File: config.mk
export PLATFORM = sky130hd
export DESIGN_NAME = pulse_seq_ctrl
export DESIGN_NICKNAME = d
export VERILOG_FILES = /design/src/rtl/pulse_seq_pkg.sv /design/src/rtl/pulse_sr_core.sv /design/src/rtl/pulse_seq_ctrl.sv
export SDC_FILE = /design/constraint.sdc
export NUM_CORES = 1
export LEC_CHECK = 0
export BUFFER_PORTS_ARGS = -buffer_cell sky130_fd_sc_hd__buf_2
export CAP_MARGIN = 20
export CORE_MARGIN = 1.5
export CORE_UTILIZATION = 40
export DETAILED_ROUTE_END_ITERATION = 8
export PLACE_DENSITY = 0.66
export SLEW_MARGIN = 10
export SYNTH_ARGS = -nofsm -noshare
export SYNTH_HDL_FRONTEND = slang
export SYNTH_SLANG_ARGS = --single-unit
File: constraint.sdc
create_clock -name clk -period 1.62 [get_ports clk]
set_input_delay 0.405 -clock clk [delete_from_list [all_inputs] [get_ports clk]]
set_output_delay 0.405 -clock clk [all_outputs]
set_load 0.02 [all_outputs]
File: src/rtl/pulse_seq_pkg.sv
// Shared types and defaults for the pulse sequencer controller and its shift-register core.
// The optional abort feature is enabled by defining PULSE_SEQ_ABORT_EN.
package pulse_seq_pkg;

  localparam int DEF_WIDTH = 4;
  localparam int DEF_CNT_W = 8;

  typedef enum logic [1:0] {
    IDLE = 2'd0,
    RUN  = 2'd1,
    DONE = 2'd2
  } state_e;

endpackage

File: src/rtl/pulse_sr_core.sv
// NAND-feedback shift register: synchronous clear, parallel load, and shift with tap-mask feedback.
module pulse_sr_core
  import pulse_seq_pkg::*;
#(
  parameter int WIDTH = DEF_WIDTH
) (
  input  logic             clk,
  input  logic             clr,
  input  logic             load,
  input  logic [WIDTH-1:0] load_val,
  input  logic             shift_en,
  input  logic [WIDTH-1:0] taps,
  output logic [WIDTH-1:0] q
);

  logic [WIDTH-1:0] q_q;
  logic [WIDTH-1:0] q_d;
  logic             fb;

  // Unselected taps are forced to 1 so they never pull the NAND low.
  always_comb begin
    fb  = ~&(q_q | ~taps);
    q_d = q_q;
    if (clr) begin
      q_d = '0;
    end else if (load) begin
      q_d = load_val;
    end else if (shift_en) begin
      q_d = {q_q[WIDTH-2:0], fb};
    end
  end

  always_ff @(posedge clk) begin
    q_q <= q_d;
  end

  assign q = q_q;

endmodule

File: src/rtl/pulse_seq_ctrl.sv
// Burst controller for the NAND-feedback pulse generator: captures seed/taps/length on start,
// shifts exactly len cycles, then strobes done. Define PULSE_SEQ_ABORT_EN to add the abort port.
module pulse_seq_ctrl
  import pulse_seq_pkg::*;
#(
  parameter int WIDTH = DEF_WIDTH,
  parameter int CNT_W = DEF_CNT_W
) (
  input  logic             clk,
  input  logic             rst,
  input  logic             start,
  input  logic [WIDTH-1:0] seed,
  input  logic [WIDTH-1:0] tap_mask,
  input  logic [CNT_W-1:0] len,
`ifdef PULSE_SEQ_ABORT_EN
  input  logic             abort,
`endif
  output logic             busy,
  output logic             done,
  output logic             pulse_out,
  output logic [WIDTH-1:0] q
);

  state_e           state_q, state_d;
  logic [CNT_W-1:0] cnt_q, cnt_d;
  logic [WIDTH-1:0] taps_q, taps_d;
  logic             busy_q, busy_d;
  logic             done_q, done_d;
  logic             load;
  logic             shift_en;
  logic             abort_hit;

`ifdef PULSE_SEQ_ABORT_EN
  assign abort_hit = abort;
`else
  assign abort_hit = 1'b0;
`endif

  // busy/done are computed for the next state so they come straight out of flops.
  always_comb begin
    state_d  = state_q;
    cnt_d    = cnt_q;
    taps_d   = taps_q;
    busy_d   = 1'b0;
    done_d   = 1'b0;
    load     = 1'b0;
    shift_en = 1'b0;
    case (state_q)
      IDLE: begin
        if (start) begin
          load   = 1'b1;
          taps_d = tap_mask;
          cnt_d  = len;
          if (len != '0) begin
            state_d = RUN;
            busy_d  = 1'b1;
          end else begin
            state_d = DONE;
            done_d  = 1'b1;
          end
        end
      end
      RUN: begin
        if (abort_hit) begin
          state_d = DONE;
          done_d  = 1'b1;
        end else begin
          shift_en = 1'b1;
          cnt_d    = cnt_q - CNT_W'(1);
          if (cnt_q == CNT_W'(1)) begin
            state_d = DONE;
            done_d  = 1'b1;
          end else begin
            busy_d = 1'b1;
          end
        end
      end
      DONE: begin
        state_d = IDLE;
      end
      default: begin
        state_d = IDLE;
      end
    endcase
  end

  always_ff @(posedge clk) begin
    if (rst) begin
      state_q <= IDLE;
      cnt_q   <= '0;
      taps_q  <= '0;
      busy_q  <= 1'b0;
      done_q  <= 1'b0;
    end else begin
      state_q <= state_d;
      cnt_q   <= cnt_d;
      taps_q  <= taps_d;
      busy_q  <= busy_d;
      done_q  <= done_d;
    end
  end

  // Load and shift use the tap value being latched in the same edge only when loading,
  // so shifting always uses the captured taps.
  pulse_sr_core #(
    .WIDTH(WIDTH)
  ) u_core (
    .clk     (clk),
    .clr     (rst),
    .load    (load),
    .load_val(seed),
    .shift_en(shift_en),
    .taps    (taps_q),
    .q       (q)
  );

  assign busy      = busy_q;
  assign done      = done_q;
  assign pulse_out = q[WIDTH-1] & busy_q;

endmodule

==> results.ini, run 1 <==
[sta]
relSlewSlack_pct=68.3
skew_ns=0.00232
max_freq_mhz=596
slew_viol_final=0
worst_slew_pin_slew_ns=0.471
period_share_pct=104
period_minus_slack_ns=1.68
setup_viol=2
final_hold_viol_count=0
timing.final.ws_setup_ns=-0.0590
rsz0062_at_grt=yes

[logic_synthesis]
synthFlopType=dfxtp_1
syn_nets=133
avgSynthCellArea_um2=8.50
synth_area_leaders=dfxtp_1, a21oi_1, nand2_1
syn-cell-area_um2=952
synth.most_common_cell=dfxtp_1
synth_warnings=0
async_flop_share_pct=0
synthDistinctLibCells=38
netlist_instances=112
seq_area_frac_synth_pct=42.0
synth_top_cell_by_area=dfxtp_1
synth_top_cells_by_count=dfxtp_1, nand2_1, a21oi_1, inv_1, a22oi_1
synth_edf_count=0
synth_top_area_share_pct=42.0
synth_seq_cells=20

[worst_setup_path]
slowest_stage=or4_4
cpPeakStageDelay_ns=0.54
cp.arrival_ns=1.88
crit_type=reg2reg
critical_path_required_ns=1.82
start_kind=flip-flop
cp_max_fo=4
path_cells=or4_4, or4b_4, a31o_1
endpoint_kind=flip-flop

[routing]
vias_per_cell=5.40
vias=962
ant_nets=0
routed_wirelength_um=2310
first_pass_iters=4
drt-initial-drc-count=40
avgRoutedWirePerCell_um=13.0
post-route-drc-count=0

[clock_network]
cts.htree.levels=1
numCtsBuffers=3
path_clk_slew_ns=0.11
clock_latency_ns=0.30
cts-root-buf=clkbuf_4
cts_setup_buffers=0
numClockSinks=20
cts_tree=built
holdBufCountCts=0
clock_path_buffers=2

[global_routing]
grt.overflow.total=0
grtUsageTotal_pct=19.5
grt_pass1_vias=888
grt_max_degree=18
busiest_layer=met2
use_met3_pct=5.75
antenna_found_initial=0
grt_pass1_wl_um=3910
grt_util_met2_pct=29.9
grt_use_met1_pct=26.3

[power]
power_density_nw_per_um2=1010
leakage_nw=0.529
vdd_ir_drop_max_mv=0.836
total_power_mw=1.26

[die]
core_area_um2=2230
die_w_um=51.8
start_util_pct=42.6
die_h_um=51.8
design.die.area_um2=2680
num_rows=17
num_io_pins=26

[placement]
dp_hpwl_um=1760
place_area_um2=1200
place_ws_ns=-0.0356
place_congestion=0.807
port_buffers=25

[outcome]
status=finished, violations left
violations=setup timing

[finish]
drive_above_1_share_pct=34.7
diodes=0
fill_cells=228
seqCellArea_um2=404
design_area_um2=1240
multi_input_area_um2=503
syn2layout_area_growth_pct=30.5
final_nets=172

[flow_run]
drv_cap=0

[min_path]
hold_class=in2reg

[worst paths after layout]
kind / from / end / slack [ns] / cells past startpoint
setup / recovery: cnt_q[5] / busy / -0.06 / 3
hold reg to reg: taps_q[0] / taps_q[0] / 0.46 / 2
hold / removal: tap_mask[1] / taps_q[1] / 0.33 / 3
setup reg to reg: cnt_q[5] / busy / -0.06 / 3
[worst max-delay path, delay by kind of cell, from the launching register on]
family | cells | cell delay (ns)
AO/OA/AOI/OAI | 1 | 0.19
AND/OR/NAND/NOR | 2 | 1.05
flip-flops | 1 | 0.34
[placed cells by master (no fill, tap or decap), types with 2 or more instances in the layout]
cell,count
a21oi_1,12
a22oi_1,5
a31o_1,2
a31oi_1,2
buf_2,25
buf_4,14
clkbuf_4,3
dfxtp_1,17
dfxtp_2,3
ha_1,2
inv_1,9
nand2_1,16
nor2_1,3
nor2b_1,2
nor3b_1,2
nor4_1,3
o211ai_1,2
o21ai_0,3
o21bai_1,2
o311ai_0,2
or4b_4,2
[cell type report]
type	instances	share of cell area [%]
flip-flops and latches	20	32.5
clock buffers	4	2.92
inverters	9	2.72
multi-input cells	78	40.5
well taps	28	2.82
repair buffers	39	18.5
[flip-flops by register name, summed over array words and instances, names as in the netlist]
signal and cells:
state_q 2, cnt_q 8, taps_q 4, busy 1
done 1, u_core.q 4
[power by group]
group,switching [mW],internal (mW)
Clock,0.152,0.137
Combinational,0.198,0.189
Sequential,0.0362,0.548
[metrics by stage]
stage | cells | TNS, ns | hold slack [ns] | util, %
4_1_cts | 178 | -0.114 | 0.321 | 55.5
6_report | 178 | -0.117 | 0.327 | 55.6
2_1_floorplan | 112 | -0.0324 | 0.432 | -
3_5_place_dp | 174 | -0.0674 | 0.451 | 53.9
5_1_grt | 178 | -0.365 | 0.317 | 55.6
3_3_place_gp | 174 | -0.0404 | 0.444 | 53.9
[layer usage]
layer  share of wire (%)  wire (um)
met4                0.61         14
met2                  46       1050
met3                 6.0        138
met1                  48       1110
met5                   0          0
[repair_timing]
| action | 4_1_cts | 5_1_grt |
|---|---|---|
| setup endpoints to repair | 2 | 6 |
| resized for setup | 0 | 2 |
| pin swaps | 0 | 2 |
[kinds of logic (layout without fill, tap and decap cells)]
family	after synthesis	count (layout)	synth area share, %
adder cells (fa/ha/maj)	2	2	2.63
buffers and inverters	14	52	5.52
AND/OR/NAND/NOR	37	37	21.7
flip-flops	20	20	42.0
AO/OA/AOI/OAI	39	39	28.1
(Power assumes the default switching activity.)
==> run 2: changes to the inputs <==
CELL_PAD_IN_SITES_DETAIL_PLACEMENT = 1   (was unset)
CELL_PAD_IN_SITES_GLOBAL_PLACEMENT = 2   (was unset)
CORE_UTILIZATION = 26   (was 40)
PLACE_DENSITY = unset   (was 0.66)
PLACE_DENSITY_LB_ADDON = 0.1   (was unset)
RECOVER_POWER = 50   (was unset)
==> run 2 against run 1 <==
Against the previous run:
- the run still ends with setup timing left
- setup slack lost 0.019 ns
- critical path depth did not move
- sequential cell count unchanged
- first-iteration DRC count shrank 28%
- sequential share of layout area is 1.4 points lower
- count of clock-buffer cells in the layout shrank 1
- via count rose by 4.1%
- final area up 4.5%
- utilization decreased by 18 points
- largest cell class unchanged
- largest power group unchanged
- highest routed layer unchanged
==> results.ini, run 2 (synthesis results as in run 1) <==
[placement]
dp_hpwl_um=2300  ; was 1760 um
port_buffers=25  ; unchanged
place_ws_ns=-0.0593  ; was -0.0356 ns
place_congestion=0.801  ; was 0.807

[sta]
setup_viol=5  ; was 2
timing.final.ws_setup_ns=-0.0776  ; was -0.0590 ns
period_share_pct=105  ; was 104%
slew_viol_final=0  ; unchanged
period_minus_slack_ns=1.70  ; was 1.68 ns
final_hold_viol_count=0  ; unchanged
relSlewSlack_pct=67.6  ; was 68.3%
max_freq_mhz=589  ; was 596 MHz
skew_ns=0.00238  ; was 0.00232 ns
worst_slew_pin_slew_ns=0.485  ; was 0.471 ns
rsz0062_at_grt=yes  ; unchanged

[die]
num_io_pins=26  ; unchanged
die_w_um=63.5  ; was 51.8 um
die_h_um=63.5  ; was 51.8 um
start_util_pct=27.9  ; was 42.6%
design.die.area_um2=4030  ; was 2680 um2
core_area_um2=3420  ; was 2230 um2
num_rows=21  ; was 17

[worst_setup_path]
cp-startpoint=cnt_q[5]  ; unchanged
start_kind=flip-flop  ; unchanged
crit_type=reg2reg  ; unchanged
reg2reg_from=cnt_q[5]  ; unchanged
cp_max_fo=4  ; unchanged
endpoint_kind=flip-flop  ; unchanged
critical_path_required_ns=1.85  ; was 1.82 ns
cp.arrival_ns=1.92  ; was 1.88 ns

[outcome]
status=finished, violations left  ; unchanged
violations=setup timing  ; unchanged

[min_path]
hold_class=in2reg  ; unchanged
hold_path_startpoint=tap_mask[3]  ; was tap_mask[1]

[clock_network]
cts_tree=built  ; unchanged
numCtsBuffers=3  ; unchanged
clock_path_buffers=2  ; unchanged
numClockSinks=20  ; unchanged
path_clk_slew_ns=0.13  ; was 0.11 ns
cts.htree.levels=1  ; unchanged
cts-root-buf=clkbuf_4  ; unchanged
clock_latency_ns=0.32  ; was 0.30 ns

[power]
leakage_nw=0.526  ; was 0.529 nW
total_power_mw=1.44  ; was 1.26 mW
power_density_nw_per_um2=1110  ; was 1010 nW/um2
vdd_ir_drop_max_mv=0.306  ; was 0.836 mV

[routing]
routed_wirelength_um=3050  ; was 2310 um
first_pass_iters=4  ; unchanged
vias=1001  ; was 962
ant_nets=0  ; unchanged
vias_per_cell=5.03  ; was 5.40
drt-initial-drc-count=29  ; was 40
post-route-drc-count=0  ; unchanged
avgRoutedWirePerCell_um=15.3  ; was 13.0 um

[global_routing]
grt_max_degree=18  ; unchanged
antenna_found_initial=0  ; unchanged
grt_pass1_wl_um=5200  ; was 3910 um
grt_pass1_vias=1067  ; was 888
grt.overflow.total=0  ; unchanged
grtUsageTotal_pct=16.6  ; was 19.5%

[finish]
final_nets=175  ; was 172
layout_common_cells=buf_2, dfxtp_1, nand2_1  ; unchanged
layout_commonest_cell=buf_2  ; unchanged
largest_reg_flops=8  ; unchanged
diodes=0  ; unchanged
top_register=cnt_q  ; unchanged
post-route-util_pct=38.0  ; was 55.6%
syn2layout_area_growth_pct=36.4  ; was 30.5%
drive_above_1_share_pct=32.7  ; was 34.7%

[flow_run]
drv_cap=0  ; unchanged

## run 2: cell types whose count changed in the layout (fill, tap and decap cells not counted)
| cell | change |
|---|---|
| o311ai_2 | +1 |
| o311ai_1 | +1 |
| clkbuf_1 | +6 |
| buf_4 | +1 |
| bufinv_16 | +1 |
| o311ai_0 | -2 |
| clkbuf_8 | -1 |
| buf_2 | -6 |
| clkbuf_2 | +2 |
## run 2: critical path: stages, from the launching register on
cell and delay (ns):
dfxtp_2 0.34, or4_4 0.55, or4b_4 0.52, a31o_1 0.19
## run 2: what timing repair did
item,4_1_cts,5_1_grt
pin swaps,0,4
hold buffers,0,0
buffers inserted,1,1
setup endpoints to repair,4,8
gates resized for setup,1,4
## run 2: per-layer routing
layer	track usage, %	wire length [um]	vias up
met5	0	0	-
met4	5.71	40	0
met3	2.50	120	4
met2	27.4	1400	23
met1	21.8	1490	476
li1	-	-	498
## run 2: stage by stage
step           setup TNS [ns]  area (um2)  hold slack, ns  std cells
5_1_grt                -0.450        1300           0.323        199
3_5_place_dp           -0.121        1240           0.456        193
4_1_cts                -0.130        1300           0.292        198
3_3_place_gp          -0.0507        1240           0.449        193
2_1_floorplan         -0.0324         957           0.432        112
6_report               -0.212        1300           0.310        199
## run 2: path summary, 6_finish.rpt
path | endpoint | slack (ns) | cells past startpoint
min reg2reg | taps_q[3] | 0.47 | 2
min | taps_q[3] | 0.31 | 3
max | state_q[0] | -0.08 | 3
max reg2reg | state_q[0] | -0.08 | 3
## run 2: power breakdown
group | internal [mW] | total [mW] | switching [mW] | leakage (nW)
clock network | 0.250 | 0.429 | 0.178 | 0.0279
registers | 0.549 | 0.587 | 0.0378 | 0.166
logic | 0.200 | 0.426 | 0.226 | 0.332
total | 0.999 | 1.44 | 0.442 | 0.526
## run 2: area by class of cell
type                            count  area [um2]
Clock buffer                        3        22.5
Inverter                            9        33.8
Tap cell                           46        57.6
Sequential cell                    20         404
Fill cell                         442        2120
Clock inverter                      1        30.0
Multi-Input combinational cell     78         510
Timing Repair Buffer               42         240
